## config.mk

```make
export PLATFORM = sky130hd
export DESIGN_NAME = result_display
export DESIGN_NICKNAME = d
export VERILOG_FILES = /design/src/rtl/calc_pkg.sv /design/src/rtl/bin2bcd_seq.sv /design/src/rtl/result_display.sv
export SDC_FILE = /design/constraint.sdc
export NUM_CORES = 1
export LEC_CHECK = 0
export BUFFER_PORTS_ARGS = -buffer_cell sky130_fd_sc_hd__buf_4
export CORE_MARGIN = 3
export CORE_UTILIZATION = 30
export CTS_BUF_LIST = sky130_fd_sc_hd__clkbuf_8
export CTS_CLUSTER_DIAMETER = 100
export CTS_CLUSTER_SIZE = 28
export DETAILED_ROUTE_END_ITERATION = 7
export HOLD_SLACK_MARGIN = 0.12
export SETUP_SLACK_MARGIN = 0.1
export SLEW_MARGIN = 20
export SYNTH_ARGS = -nofsm -noshare
export SYNTH_HDL_FRONTEND = slang
export SYNTH_SLANG_ARGS = --single-unit
```

## constraint.sdc

```tcl
create_clock -name clk -period 2.8 [get_ports clk]
set_clock_uncertainty 0.15 [all_clocks]
set_input_delay 0 -clock clk [delete_from_list [all_inputs] [get_ports clk]]
set_output_delay 0 -clock clk [all_outputs]
set_load 0.05 [all_outputs]
```

## src/rtl/calc_pkg.sv

```systemverilog
// rtl/calc_pkg.sv - shared constants, types and 7-segment encodings for the result display
package calc_pkg;

    localparam int NUM_DIGITS  = 4;
    localparam int CONV_CYCLES = 7;

    // Active-low segment patterns, bit 0 = a ... bit 6 = g
    localparam logic [6:0] SEG_0     = 7'b1000000;
    localparam logic [6:0] SEG_1     = 7'b1111001;
    localparam logic [6:0] SEG_2     = 7'b0100100;
    localparam logic [6:0] SEG_3     = 7'b0110000;
    localparam logic [6:0] SEG_4     = 7'b0011001;
    localparam logic [6:0] SEG_5     = 7'b0010010;
    localparam logic [6:0] SEG_6     = 7'b0000010;
    localparam logic [6:0] SEG_7     = 7'b1111000;
    localparam logic [6:0] SEG_8     = 7'b0000000;
    localparam logic [6:0] SEG_9     = 7'b0010000;
    localparam logic [6:0] SEG_BLANK = 7'b1111111;
    localparam logic [6:0] SEG_DASH  = 7'b0111111;

    localparam logic [9:0][6:0] SEG_DIGITS = {
        SEG_9, SEG_8, SEG_7, SEG_6, SEG_5, SEG_4, SEG_3, SEG_2, SEG_1, SEG_0
    };

    typedef enum logic {
        IDLE = 1'b0,
        CONV = 1'b1
    } state_t;

    typedef struct packed {
        logic       ovf;
        logic [3:0] w_tens;
        logic [3:0] w_ones;
        logic [3:0] f_tens;
        logic [3:0] f_ones;
    } disp_t;

endpackage

```

## src/rtl/bin2bcd_seq.sv

```systemverilog
// rtl/bin2bcd_seq.sv - sequential 7-bit to two-digit BCD converter, one double-dabble shift per cycle
module bin2bcd_seq
    import calc_pkg::*;
(
    input  logic       clk,
    input  logic       reset,
    input  logic       start,
    input  logic [6:0] bin,
    output logic       done,
    output logic [3:0] tens,
    output logic [3:0] ones
);

    logic [6:0] bin_q, bin_d;
    logic [7:0] bcd_q, bcd_d;
    logic [2:0] cnt_q, cnt_d;
    logic       active_q, active_d;

    logic [3:0] tens_adj;
    logic [3:0] ones_adj;
    logic [7:0] bcd_shift;

    always_comb begin
        tens_adj  = (bcd_q[7:4] >= 4'd5) ? bcd_q[7:4] + 4'd3 : bcd_q[7:4];
        ones_adj  = (bcd_q[3:0] >= 4'd5) ? bcd_q[3:0] + 4'd3 : bcd_q[3:0];
        bcd_shift = {tens_adj[2:0], ones_adj, bin_q[6]};
    end

    always_comb begin
        bin_d    = bin_q;
        bcd_d    = bcd_q;
        cnt_d    = cnt_q;
        active_d = active_q;
        if (active_q) begin
            bin_d = {bin_q[5:0], 1'b0};
            bcd_d = bcd_shift;
            cnt_d = cnt_q + 3'd1;
            if (cnt_q == 3'(CONV_CYCLES - 1)) begin
                active_d = 1'b0;
            end
        end else if (start) begin
            bin_d    = bin;
            bcd_d    = 8'd0;
            cnt_d    = 3'd0;
            active_d = 1'b1;
        end
    end

    always_ff @(posedge clk) begin
        if (reset) begin
            bin_q    <= 7'd0;
            bcd_q    <= 8'd0;
            cnt_q    <= 3'd0;
            active_q <= 1'b0;
        end else begin
            bin_q    <= bin_d;
            bcd_q    <= bcd_d;
            cnt_q    <= cnt_d;
            active_q <= active_d;
        end
    end

    // Result is presented combinationally on the final shift so the caller can latch it that edge
    assign done = active_q && (cnt_q == 3'(CONV_CYCLES - 1));
    assign tens = bcd_shift[7:4];
    assign ones = bcd_shift[3:0];

endmodule

```

## src/rtl/result_display.sv

```systemverilog
// rtl/result_display.sv - scanned 4-digit display of a square-root result; LEADING_ZERO_BLANK_EN blanks a zero whole-tens digit
module result_display
    import calc_pkg::*;
#(
    parameter int REFRESH_DIV = 100000
) (
    input  logic       clk,
    input  logic       reset,
    input  logic       load,
    input  logic [6:0] whole,
    input  logic [6:0] fracture,
    output logic       busy,
    output logic [6:0] seg,
    output logic       dp,
    output logic [3:0] an
);

    localparam int CW = $clog2(REFRESH_DIV);

    state_t        state_q, state_d;
    logic          busy_q, busy_d;
    logic [6:0]    whole_q, whole_d;
    logic [6:0]    frac_q, frac_d;
    disp_t         disp_q, disp_d;
    logic [CW-1:0] refresh_q, refresh_d;
    logic [1:0]    digit_q, digit_d;
    logic [3:0]    an_q, an_d;
    logic [6:0]    seg_q, seg_d;
    logic          dp_q, dp_d;

    logic       start;
    logic       done_w, done_f;
    logic [3:0] w_tens, w_ones, f_tens, f_ones;
    logic [3:0] digit_val;

    bin2bcd_seq u_bcd_whole (
        .clk   (clk),
        .reset (reset),
        .start (start),
        .bin   (whole),
        .done  (done_w),
        .tens  (w_tens),
        .ones  (w_ones)
    );

    bin2bcd_seq u_bcd_frac (
        .clk   (clk),
        .reset (reset),
        .start (start),
        .bin   (fracture),
        .done  (done_f),
        .tens  (f_tens),
        .ones  (f_ones)
    );

    always_comb begin
        state_d = state_q;
        busy_d  = busy_q;
        whole_d = whole_q;
        frac_d  = frac_q;
        disp_d  = disp_q;
        start   = 1'b0;
        case (state_q)
            IDLE: begin
                if (load) begin
                    state_d = CONV;
                    busy_d  = 1'b1;
                    whole_d = whole;
                    frac_d  = fracture;
                    start   = 1'b1;
                end
            end
            CONV: begin
                if (done_w && done_f) begin
                    state_d = IDLE;
                    busy_d  = 1'b0;
                    if (whole_q > 7'd99 || frac_q > 7'd99) begin
                        disp_d = '{ovf: 1'b1, default: 4'd0};
                    end else begin
                        disp_d = '{ovf: 1'b0, w_tens: w_tens, w_ones: w_ones,
                                   f_tens: f_tens, f_ones: f_ones};
                    end
                end
            end
            default: state_d = IDLE;
        endcase
    end

    always_comb begin
        refresh_d = refresh_q + 1'b1;
        digit_d   = digit_q;
        if (refresh_q == CW'(REFRESH_DIV - 1)) begin
            refresh_d = '0;
            digit_d   = digit_q + 2'd1;
        end
    end

    // Segment outputs are registered from the current digit index and display register
    always_comb begin
        an_d = ~(4'b0001 << digit_q);
        dp_d = 1'b1;
        case (digit_q)
            2'd3:    digit_val = disp_q.w_tens;
            2'd2:    begin digit_val = disp_q.w_ones; dp_d = 1'b0; end
            2'd1:    digit_val = disp_q.f_tens;
            default: digit_val = disp_q.f_ones;
        endcase
        seg_d = (digit_val <= 4'd9) ? SEG_DIGITS[digit_val] : SEG_BLANK;
`ifdef LEADING_ZERO_BLANK_EN
        if (digit_q == 2'd3 && disp_q.w_tens == 4'd0) begin
            seg_d = SEG_BLANK;
        end
`endif
        if (disp_q.ovf) begin
            seg_d = SEG_DASH;
            dp_d  = 1'b1;
        end
    end

    always_ff @(posedge clk) begin
        if (reset) begin
            state_q   <= IDLE;
            busy_q    <= 1'b0;
            whole_q   <= 7'd0;
            frac_q    <= 7'd0;
            disp_q    <= '0;
            refresh_q <= '0;
            digit_q   <= 2'd0;
            an_q      <= 4'b1110;
            seg_q     <= SEG_0;
            dp_q      <= 1'b1;
        end else begin
            state_q   <= state_d;
            busy_q    <= busy_d;
            whole_q   <= whole_d;
            frac_q    <= frac_d;
            disp_q    <= disp_d;
            refresh_q <= refresh_d;
            digit_q   <= digit_d;
            an_q      <= an_d;
            seg_q     <= seg_d;
            dp_q      <= dp_d;
        end
    end

    assign busy = busy_q;
    assign an   = an_q;
    assign seg  = seg_q;
    assign dp   = dp_q;

endmodule

```

# After elaboration in Yosys (flattened, before gate mapping)
# Memories as Yosys holds them, arrays and structs flattened.
# Cells that the tools add are included.
dict set report totals {
  ff_bits 102
  latch_bits 0
  ramBits 0
  mem_bits_ro 112
  input_bits 17
  output_inout_bits 13
  wordCells 97
  n_memories 1
}
dict set report classes {
  add_sub_neg 8
  n_mul 0
  div 0
  n_lt_le_gt_ge 8
  eq_ne 8
  shift 1
  mux 32
  bitwise 2
  n_reduce_logical 13
}
# memory depth word_bits read_ports rd_ports_with_merged_regs write_ports line_no
set memory_table {}
lappend memory_table {{(no name shown)} 16 7 1 0 0 result_display.sv:108} ;# seg_d = (digit_val <= 4'd9) ? SEG_DIGITS[digit_val] : SEG_BLANK;
# operator n
set op_table {}
lappend op_table {{two-way mux 7 bit} 7}
lappend op_table {{two-way mux 8 bit} 3}
lappend op_table {{adder 17 x 1 -> 17 bit (second input constant)} 1}
lappend op_table {{== test 17 bit (second input constant)} 1}
lappend op_table {{two-way mux 17 bit} 1}
lappend op_table {{greater-or-equal comparator 4 x 3 -> 1 bit (second input constant)} 4}
lappend op_table {{two-way mux 3 bit} 5}
lappend op_table {{> comparator 7 bit (second input constant)} 2}
lappend op_table {{one-hot mux 4 bit (3 select lines)} 1}
lappend op_table {{two-way mux 1 bit} 11}
lappend op_table {{adder 4 x 2 -> 4 bit (second input constant)} 2}
lappend op_table {{two-way mux 4 bit} 2}
lappend op_table {{OR reduction 2 bit} 4}
lappend op_table {{adder 3 x 1 -> 3 bit (second input constant)} 2}
lappend op_table {{adder 3 x 2 -> 3 bit (second input constant)} 2}
lappend op_table {{== test 3 bit (second input constant)} 2}
lappend op_table {{AND reduction 2 bit} 3}
lappend op_table {{less-than comparator 4 x 5 -> 1 bit (second input constant)} 1}
lappend op_table {{== test 2 bit (second input constant)} 2}
lappend op_table {{<= comparator 4 bit (second input constant)} 1}
lappend op_table {{inverter 4 bit} 1}
lappend op_table {{one-hot mux 1 bit (2 select lines)} 2}
lappend op_table {{nonzero test 2 bit} 2}
lappend op_table {{left shift 1 x 2 -> 4 bit (first input constant)} 1}
lappend op_table {{7 further kinds} 9}

# Depth between registers and ports, before layout
# Gate-level depths: netlist (run 1).
dict set report depth {
  ltp_word 6
  mapped_depth 9
  depth_no_buf 9
}

# Modules after synthesis
# From an unflattened synthesis (run 1), not the netlist that was laid out.
dict set report hier_totals {
  cells_unflattened 484
  area_unflattened_um2 4473.0
}
# module instances cells_each area_each_um2 seq_area_each_um2
set by_module_without_submodules {}
lappend by_module_without_submodules {result_display 1 254 2438.6 1201.2}
lappend by_module_without_submodules {bin2bcd_seq 2 115 1017.2 380.4}

# Least setup slack after synthesis (run 1)
# OpenSTA, ideal clock, no wires.
dict set report synth_path {
  path_kind {reg2reg}
  startpoint {register digit_q[0]}
  endpoint {register seg_q[6], in the netlist seg[6]}
  setup_time_ps 118
  arrival_ps 1901
  t_required_ps 2532
  slack_ps 631
  stages_incl_launch_ff 10
  n_path_buf 0
  period_less_slack_ps 2169
  cell_sequence {dfxtp_1 > inv_1 > ha_1 > a222oi_1 > mux2_2 > inv_1 > ha_1 > mux2_2 > o211ai_1 > nand2b_1}
}
dict set report synth_via {
  elab_chain_cells 6
  word_cells_on_any_way 9
  cone_classes {order compare (1); eq/ne (3); mux (4); memory (1)}
}
# item line_no
set synth_rtl {}
lappend synth_rtl {{from (decl)} result_display.sv:26} ;# logic [1:0] digit_q, digit_d;
lappend synth_rtl {{from (signal assigned)} result_display.sv:139} ;# digit_q <= digit_d;
lappend synth_rtl {{== test 2 x 1 -> 1 bit or == test 2 bit (tied branches)} result_display.sv:102} ;# case (digit_q)
lappend synth_rtl {{one-hot mux 4 bit (3 select lines) *} result_display.sv:102}
lappend synth_rtl {{memory (16 x 7 bit)} --}
lappend synth_rtl {{two-way mux 7 bit (not written as such)} result_display.sv:108}
lappend synth_rtl {{two-way mux 7 bit *} result_display.sv:108}
lappend synth_rtl {{two-way mux 7 bit *} result_display.sv:114} ;# if (disp_q.ovf) begin
lappend synth_rtl {{to (signal assigned)} result_display.sv:141} ;# seg_q <= seg_d;
lappend synth_rtl {{to (decl)} result_display.sv:28} ;# logic [6:0] seg_q, seg_d;
# Every way passes the cells marked *; elsewhere a longest branch is shown, timed or not. The select of a mux whose other input is x is not followed.
# A chain may end at the register's enable or synchronous reset.

# Worst setup path after layout (run 1)
dict set report layout_path {
  startpoint {register state_q}
  endpoint {register u_bcd_frac.bin_q[1]}
}
dict set report layout_via {
  elab_chain_cells 2
}
# item line_no
set layout_rtl {}
lappend layout_rtl {{from (decl)} result_display.sv:20} ;# state_t state_q, state_d;
lappend layout_rtl {{from (signal assigned)} result_display.sv:133} ;# state_q <= state_d;
lappend layout_rtl {{two-way mux 1 bit} result_display.sv:63} ;# case (state_q)
lappend layout_rtl {{nonzero test 2 bit (no source line)} --}
lappend layout_rtl {{to (signal assigned)} bin2bcd_seq.sv:56} ;# bin_q <= bin_d;
lappend layout_rtl {{to (decl)} bin2bcd_seq.sv:14} ;# logic [6:0] bin_q, bin_d;
# Every way passes these cells.

==> impl_metrics.csv, run 1 <==
group,metric,value,unit
pwr,vdd_drop_max,0.304,mV
timing,timing.slew.headroom,49.9,%
routing,detailedRoute.firstIterationViolations,247,
cts,cts-root-to-sink-buffers,2,
placement,hpwlAfterDp,5890,um
timing,period_needed,2.40,ns
pwr,cellPowerDensity,527,nW/um2
cts,cts_tree,"built",
timing,rsz_0062_raised_after_global_routing,"no",
final_layout,layout-drive-gt1-share,11.1,%
routing,via_count,3451,
final_layout,nNetsFinal,584,
cts,tritoncts_num_sinks,98,
worst_setup_path,crit_fanout,17,
timing,clock.fmax,417,MHz
synth,asyncSetResetFlopFracSynth,0,%
final_layout,antennaDiodeCount,0,
outcome,outcome,"completed",
routing,drc,0,
timing,tightestPinTransition,0.750,ns
routing,routed_wirelength_normalized_by_instance_count,11.8,um
final_layout,utilization_of_the_core_after_routing,36.9,%
synth,synth_area_per_cell,8.63,um2
synth,yosys_register_bits,98,
routing,ant_nets,0,
die,fp.dieH,126,um
synth,yosysUniqueCellTypes,38,
global_routing,first_global_vias,3283,
global_routing,grtUsageTotal,11.2,%
final_layout,syn_to_final_growth,19.4,%
timing,finalSetupTns,0,ns
cts,cts-buffers-inserted,9,
global_routing,grt_antenna_before_repair,0,
die,die-area,15900,um2
cts,path_clk_slew,0.09,ns
final_layout,highest_count_cells_in_the_layout_ignoring_fill_and_taps,"sky130_fd_sc_hd__dfxtp_1, sky130_fd_sc_hd__a21oi_1, sky130_fd_sc_hd__nor2_1",
placement,globalplace.congestion,0.828,
pwr,total_leakage_power,2.01,nW
placement,port_buffers,29,
routing,number_of_search_and_repair_iterations_in_the_first_detailed_routing_pass,5,
timing,timing_max_transition_violations_final,0,
worst_hold_path,class_of_the_tightest_hold_or_removal_check,"primary input to flop",
flow_run,max_capacitance_violation_count,0,
synth,synth_sequential_area_ratio,45.4,%
synth,synth_edf_count,0,
synth,syn_nets,539,
routing,via_per_inst,4.72,
synth,syn_area,4320,um2
final_layout,most_common_cell_after_layout_fill_and_taps_aside,"sky130_fd_sc_hd__dfxtp_1",
synth,synth_cells,501,
die,width_of_the_die,126,um
worst_setup_path,timing.critical_path.from_type,"flop",
synth,synth_flop_cell,"sky130_fd_sc_hd__dfxtp_1",
worst_setup_path,critical_path.endpoint_type,"flop",
worst_setup_path,cp.arrival,2.56,ns
die,num_rows,43,
cts,clock_latency,0.36,ns
cts,post_cts_setup_repair_bufs,0,
die,initial_core_util,30.9,%
timing,finalSetupViolations,0,
die,core_area,14000,um2
worst_setup_path,cp_data_required_time,2.96,ns
global_routing,grt_first_pass_wirelength,14900,um
routing,postRouteWirelength,8630,um
cts,htreeDepth,3,
worst_setup_path,critPathKind,"flop to flop",
die,floorplan.io_pins,30,
synth,ys.warnings.count,0,
global_routing,largest_net_degree_at_the_start_of_global_routing,67,
timing,timing.final.hold_violations,0,
timing,final_clock_period_utilization_by_the_worst_path,85.7,%
cts,clk_root_buffer_cell,"sky130_fd_sc_hd__clkbuf_8",
global_routing,global_route.overflow_total,0,
[critical path, stage by stage (launching register included)]
cell and delay (ns):
sky130_fd_sc_hd__dfxtp_1 0.37, sky130_fd_sc_hd__nand2b_1 0.57, sky130_fd_sc_hd__buf_4 0.34, sky130_fd_sc_hd__nand2_1 0.07
sky130_fd_sc_hd__a21oi_1 0.13, sky130_fd_sc_hd__a21oi_1 0.05, sky130_fd_sc_hd__nor2_1 0.10, sky130_fd_sc_hd__dlygate4sd3_1 0.56
[synthesized netlist by cell type, drive strengths merged, types with 2 or more instances]
| cell type | count | area share, % |
|---|---|---|
| a211oi | 2 | 0.35 |
| a21oi | 66 | 7.6 |
| a222oi | 4 | 0.93 |
| a22o | 10 | 2.0 |
| a31oi | 3 | 0.43 |
| and3 | 7 | 1.0 |
| buf | 6 | 1.2 |
| clkbuf | 21 | 1.8 |
| dfxtp | 98 | 45 |
| ha | 21 | 6.1 |
| inv | 22 | 1.9 |
| mux2 | 8 | 2.1 |
| mux2i | 7 | 1.6 |
| nand2 | 58 | 5.0 |
| nand2b | 12 | 1.7 |
| nand3 | 13 | 1.5 |
| nand3b | 2 | 0.35 |
| nand4 | 3 | 0.43 |
| nor2 | 63 | 5.5 |
| nor2b | 4 | 0.58 |
| nor3 | 13 | 1.5 |
| nor3b | 10 | 1.7 |
| o21a | 2 | 0.35 |
| o21ai | 16 | 1.9 |
| o311ai | 2 | 0.41 |
| xnor2 | 11 | 2.2 |
| xor2 | 9 | 1.8 |
[worst paths after layout]
path	depth (start not counted)	startpoint	slack, ns	to
min	3	load	0.28	state_q
min reg2reg	1	refresh_q[0]	0.32	refresh_q[0]
max	7	state_q	0.40	u_bcd_frac.bin_q[1]
max reg2reg	7	state_q	0.40	u_bcd_frac.bin_q[1]
[state kept, by name, indices dropped and copies added (netlist names)]
signal	count
refresh_q	17
disp_q	17
seg	7
frac_q	5
u_bcd_frac.bin_q	7
busy	1
state_q	1
dp	1
u_bcd_frac.bcd_q	8
an	4
whole_q	5
u_bcd_whole.bcd_q	8
u_bcd_frac.cnt_q	3
u_bcd_frac.active_q	1
u_bcd_whole.active_q	1
digit_q	2
u_bcd_whole.cnt_q	3
u_bcd_whole.bin_q	7
[metal layers]
layer	wire length [um]	vias to the layer above	track usage, %	part of all wire [%]
met4	125	0	4.67	1.4
met2	3910	67	17.6	45
met5	0	-	0	0
li1	-	1796	-	-
met1	4240	1579	14.6	49
met3	354	9	2.84	4.1
[logic make-up (layout without fill, tap and decap cells)]
logic type,count (synthesis),after routing,share of synthesized area [%]
simple gates,189,189,20.6
flops,98,98,45.4
buf+inv,50,100,5.67
xor+xnor,20,20,4.05
fa+ha+maj,21,21,6.08
compound gates,108,108,14.5
mux,15,15,3.70
[per-stage QoR]
| step | setup slack [ns] | instances | total power [W] | hold WS (ns) | area (um2) |
|---|---|---|---|---|---|
| CTS | 0.401 | 731 | 0.00276 | 0.244 | 5160 |
| floorplan | 0.631 | 501 | 0.00160 | -0.0262 | 4320 |
| global placement | 0.526 | 687 | 0.00163 | 0.0863 | 4640 |
| finish | 0.400 | 731 | 0.00272 | 0.284 | 5160 |
| global route | 0.212 | 731 | 0.00284 | 0.291 | 5160 |
| detailed placement | 0.460 | 687 | 0.00164 | 0.0951 | 4640 |
[report_power, final]
part           leakage, nW  total [W]  switching, W  internal (W)
Sequential           0.795    0.00144     0.0000185       0.00142
Clock                0.120    0.00108      0.000488      0.000593
Combinational         1.09   0.000194      0.000109     0.0000853
Total                 2.01    0.00272      0.000615       0.00210
[area by class of cell]
type                       count  area, um2
clock buffer                   9        124
clock inverter                 7        116
fill                        1433       8830
inverter                      22       82.6
multi-input combinational    353       2120
sequential                    98       1960
tap                          180        225
timing repair buffer          62        536
[what timing repair did]
action	CTS	global route
hold buffers	28	0
gates resized for setup	0	0
setup endpoints to repair	0	0
endpoints found under the hold margin	62	0
(Power assumes the default switching activity.)
==> run 2: changes to the inputs <==
RECOVER_POWER = 25   (was not set)
==> impl_metrics.csv, run 2 (synthesis results as in run 1) <==
group,metric,value,unit
outcome,outcome,"completed",
die,initial_core_util,30.9,%
routing,routed_wirelength_normalized_by_instance_count,11.8,um
final_layout,nNetsFinal,584,
final_layout,antennaDiodeCount,0,
die,width_of_the_die,126,um
pwr,total_leakage_power,1.96,nW
placement,globalplace.congestion,0.828,
global_routing,grt_util_met1,14.6,%
final_layout,layout-drive-gt1-share,8.71,%
worst_setup_path,critical_path.endpoint_type,"flop",
die,die-area,15900,um2
routing,detailedRoute.firstIterationViolations,242,
global_routing,first_global_vias,3283,
worst_setup_path,cp.arrival,2.58,ns
timing,final_clock_period_utilization_by_the_worst_path,86.3,%
timing,clock.fmax,414,MHz
cts,post_cts_setup_repair_bufs,0,
timing,period_needed,2.42,ns
placement,pre_cts_ws,0.460,ns
die,floorplan.io_pins,30,
global_routing,globalRouteMet2Util,17.6,%
die,fp.dieH,126,um
die,num_rows,43,
final_layout,fillers,1442,
cts,htreeDepth,3,
worst_setup_path,cp_data_required_time,2.96,ns
global_routing,use_met3,2.84,%
worst_setup_path,crit_fanout,17,
global_routing,global_route.overflow_total,0,
cts,clock_latency,0.36,ns
final_layout,highest_count_cells_in_the_layout_ignoring_fill_and_taps,"sky130_fd_sc_hd__dfxtp_1, sky130_fd_sc_hd__a21oi_1, sky130_fd_sc_hd__nor2_1",
routing,number_of_search_and_repair_iterations_in_the_first_detailed_routing_pass,4,
routing,postRouteWirelength,8610,um
final_layout,most_common_cell_after_layout_fill_and_taps_aside,"sky130_fd_sc_hd__dfxtp_1",
routing,ant_nets,0,
final_layout,syn_to_final_growth,18.2,%
cts,clk_root_buffer_cell,"sky130_fd_sc_hd__clkbuf_8",
timing,tightestPinTransition,1.35,ns
global_routing,grt_first_pass_wirelength,14900,um
routing,via_count,3453,
worst_setup_path,critPathKind,"flop to flop",
worst_hold_path,class_of_the_tightest_hold_or_removal_check,"primary input to flop",
flow_run,max_capacitance_violation_count,0,
global_routing,grt_antenna_before_repair,0,
timing,timing.slew.headroom,10.2,%
pwr,vdd_drop_max,0.304,mV
timing,finalSetupViolations,0,
cts,cts_tree,"built",
cts,cts-buffers-inserted,9,
cts,cts-resized-gates,0,
final_layout,layout_top_registers,"disp_q (17), refresh_q (17)",
global_routing,grt-busiest-layer,"met2",
pwr,cellPowerDensity,532,nW/um2
timing,timing_max_transition_violations_final,0,
timing,timing.final.ws_setup,0.383,ns
timing,finalSetupTns,0,ns
cts,cts-root-to-sink-buffers,2,
placement,port_buffers,29,
cts,tritoncts_num_sinks,98,
timing,timing.final.hold_violations,0,
timing,rsz_0062_raised_after_global_routing,"no",
routing,via_per_inst,4.72,
placement,hpwlAfterDp,5890,um
global_routing,grtUsageTotal,11.2,%
die,core_area,14000,um2
routing,drc,0,
worst_setup_path,timing.critical_path.from_type,"flop",
global_routing,largest_net_degree_at_the_start_of_global_routing,67,
cts,path_clk_slew,0.09,ns
## run 2: where the power goes
part,switching [W],total [W],leakage (nW),internal [W]
Clock,0.000488,0.00108,0.120,0.000593
Sequential,0.0000184,0.00144,0.795,0.00142
Combinational,0.000109,0.000193,1.04,0.0000841
Total,0.000615,0.00272,1.96,0.00210
## run 2: repair_timing
action	4_1_cts	5_1_grt
hold buffers	28	0
endpoints found under the hold margin	62	0
endpoints found under the setup margin	0	0
## run 2: routing by layer
metal	routed length (um)	vias to the layer above	share of wire, %
li1	-	1794	-
met1	4230	1580	49
met2	3860	65	45
met5	0	-	0
met4	154	0	1.8
met3	358	14	4.2
## run 2: final cells by class
type                            count  area (um2)  area share (%)
Tap cell                          180         225            4.41
Sequential cell                    98        1960            38.4
Clock buffer                        9         124            2.42
Multi-Input combinational cell    353        2120            41.4
Inverter                           22        82.6            1.62
Timing Repair Buffer               62         484            9.48
Clock inverter                      7         116            2.28
## run 2: path summary, 6_finish.rpt
| check | startpoint | to | slack [ns] | cells after the start |
|---|---|---|---|---|
| max | state_q | u_bcd_frac.bin_q[1] | 0.38 | 7 |
| min | load | state_q | 0.29 | 3 |
| max reg2reg | state_q | u_bcd_frac.bin_q[1] | 0.38 | 7 |
| min reg2reg | refresh_q[0] | refresh_q[0] | 0.32 | 1 |
## run 2: critical path: stages (launching register included)
cell,delay [ns]
sky130_fd_sc_hd__dfxtp_1,0.37
sky130_fd_sc_hd__nand2b_1,0.57
sky130_fd_sc_hd__buf_4,0.34
sky130_fd_sc_hd__nand2_1,0.07
sky130_fd_sc_hd__a21oi_1,0.13
sky130_fd_sc_hd__a21oi_1,0.05
sky130_fd_sc_hd__nor2_1,0.10
sky130_fd_sc_hd__dlygate4sd3_1,0.58
## run 2: through the flow
stage                     utilization (%)  cell area [um2]  hold slack [ns]  power, W  instances
after floorplan                         -             4320          -0.0262   0.00160        501
after global placement               33.2             4640           0.0863   0.00163        687
after detailed placement             33.2             4640           0.0951   0.00164        687
after CTS                            36.9             5160            0.244   0.00276        731
after global routing                 36.5             5110            0.291   0.00284        731
final                                36.5             5110            0.285   0.00272        731
==> run 3: changes to the inputs <==
CORE_ASPECT_RATIO = 0.75   (was not set)
==> impl_metrics.csv, run 3 (synthesis results as in run 1) <==
group,metric,value,unit
final_layout,postLayoutCellArea,5130,um2
outcome,outcome,"completed",
worst_setup_path,slowest_stage,"sky130_fd_sc_hd__dfxtp_1",
routing,routed_wirelength_normalized_by_instance_count,12.6,um
routing,postRouteWirelength,9220,um
global_routing,largest_net_degree_at_the_start_of_global_routing,67,
cts,post_cts_setup_repair_bufs,0,
global_routing,first_global_vias,3372,
worst_setup_path,crit_fanout,7,
global_routing,grt_antenna_before_repair,0,
placement,port_buffers,29,
cts,tritoncts_num_sinks,98,
cts,htreeDepth,3,
timing,rsz_0062_raised_after_global_routing,"no",
timing,timing.slew.headroom,10.6,%
worst_setup_path,cp.arrival,2.50,ns
timing,tightestPinTransition,1.34,ns
pwr,seq_power_share,52.8,%
worst_setup_path,critPathKind,"flop to flop",
worst_hold_path,whs_path_depth,3,
pwr,p_int,0.00211,W
routing,ant_nets,0,
cts,cts-buffers-inserted,9,
pwr,total_net_switching_power,0.000630,W
final_layout,utilization_of_the_core_after_routing,37.0,%
placement,hpwlAfterDp,6110,um
timing,final_clock_period_utilization_by_the_worst_path,85.6,%
timing,finalSetupViolations,0,
final_layout,most_common_cell_after_layout_fill_and_taps_aside,"sky130_fd_sc_hd__dfxtp_1",
final_layout,layout-drive-gt1-share,9.03,%
pwr,power.combinational.fraction,7.2,%
global_routing,grt_first_pass_wirelength,15600,um
final_layout,syn_to_final_growth,18.8,%
pwr,total_leakage_power,1.97,nW
worst_setup_path,cp_slowest_stage_delay,0.41,ns
cts,cts_hold_repair.buffers,30,
cts,cts-resized-gates,0,
die,fp.dieH,110,um
pwr,cellPowerDensity,533,nW/um2
global_routing,grtUsageTotal,12.2,%
cts,cts-root-to-sink-buffers,2,
cts,clk_root_buffer_cell,"sky130_fd_sc_hd__clkbuf_8",
routing,drc,0,
timing,timing.final.ws_setup,0.403,ns
die,initial_core_util,31.1,%
flow_run,max_capacitance_violation_count,0,
worst_setup_path,critical_path.endpoint_type,"flop",
routing,detailedRoute.firstIterationViolations,284,
pwr,vdd_drop_max,0.277,mV
final_layout,nNetsFinal,587,
cts,path_clk_slew,0.09,ns
final_layout,highest_count_cells_in_the_layout_ignoring_fill_and_taps,"sky130_fd_sc_hd__dfxtp_1, sky130_fd_sc_hd__a21oi_1, sky130_fd_sc_hd__nor2_1",
global_routing,global_route.overflow_total,0,
placement,placed_area,4640,um2
timing,finalSetupTns,0,ns
worst_hold_path,class_of_the_tightest_hold_or_removal_check,"primary input to flop",
cts,clock_latency,0.37,ns
die,core_area,13900,um2
placement,globalplace.congestion,0.804,
timing,period_needed,2.40,ns
worst_setup_path,cp_data_required_time,2.90,ns
final_layout,antennaDiodeCount,0,
die,die-area,15900,um2
worst_setup_path,timing.critical_path.from_type,"flop",
pwr,switching_share,23.0,%
die,width_of_the_die,145,um
die,floorplan.io_pins,30,
routing,via_count,3466,
timing,timing_max_transition_violations_final,0,
routing,via_per_inst,4.75,
routing,number_of_search_and_repair_iterations_in_the_first_detailed_routing_pass,4,
worst_setup_path,r2r_cells,9,
placement,pre_cts_ws,0.441,ns
die,num_rows,37,
cts,cts_tree,"built",
worst_setup_path,cell_breakdown_of_the_critical_path,"inv_1, ha_1, a222oi_1, mux2_2, inv_1, ha_1, mux2_2, o211ai_1, nand2b_1",
final_layout,layout_top_registers,"disp_q (17), refresh_q (17)",
timing,timing.final.hold_violations,0,
timing,fin_worst_hold_slack,0.250,ns
timing,clock.fmax,417,MHz
pwr,clock_power_share,40.0,%
-- run 3: changes by cell type in the layout (fill, tap and decap cells not counted), sizes merged --
cell,change
buf,+1
dlygate4sd3,+2
-- run 3: final cells by class --
type	instances	area, um2
multi-input combinational	353	2120
fill	1401	8750
sequential	98	1960
timing repair buffer	65	512
tap	175	219
clock inverter	7	116
clock buffer	9	124
inverter	22	82.6
-- run 3: power by group through the flow --
| stage | registers [W] | logic (W) | clock network (W) |
|---|---|---|---|
| 5_1_grt | 0.00145 | 0.000223 | 0.00117 |
| 6_report | 0.00144 | 0.000197 | 0.00109 |
| 3_5_place_dp | 0.00148 | 0.000166 | 0 |
| 4_1_cts | 0.00144 | 0.000199 | 0.00112 |
| 2_1_floorplan | 0.00147 | 0.000125 | 0 |
| 3_3_place_gp | 0.00147 | 0.000162 | 0 |
-- run 3: final timing paths --
kind / from / to / slack, ns
max reg2reg: digit_q[0] / seg[6] / 0.40
min reg2reg: disp_q[3] / disp_q[3] / 0.32
min: load / state_q / 0.25
max: digit_q[0] / seg[6] / 0.40
-- run 3: critical path, delay by kind of cell (launching register included) --
family / cells / cell delay (ns)
simple gates: 1 / 0.07
buf+inv: 2 / 0.20
compound gates: 2 / 0.44
fa+ha+maj: 2 / 0.46
flops: 1 / 0.41
mux: 2 / 0.55
-- run 3: routing by layer --
layer / track usage, % / wire length [um] / up-vias
met2: 20.2 / 4350 / 36
met1: 15.5 / 4530 / 1631
li1: - / - / 1789
met3: 2.00 / 163 / 10
met5: 0 / 0 / -
met4: 6.06 / 170 / 0
-- run 3: stage by stage --
step | cells | total power (W)
final | 729 | 0.00273
after global routing | 729 | 0.00285
after CTS | 729 | 0.00276
after detailed placement | 683 | 0.00164
after global placement | 683 | 0.00164
after floorplan | 501 | 0.00160
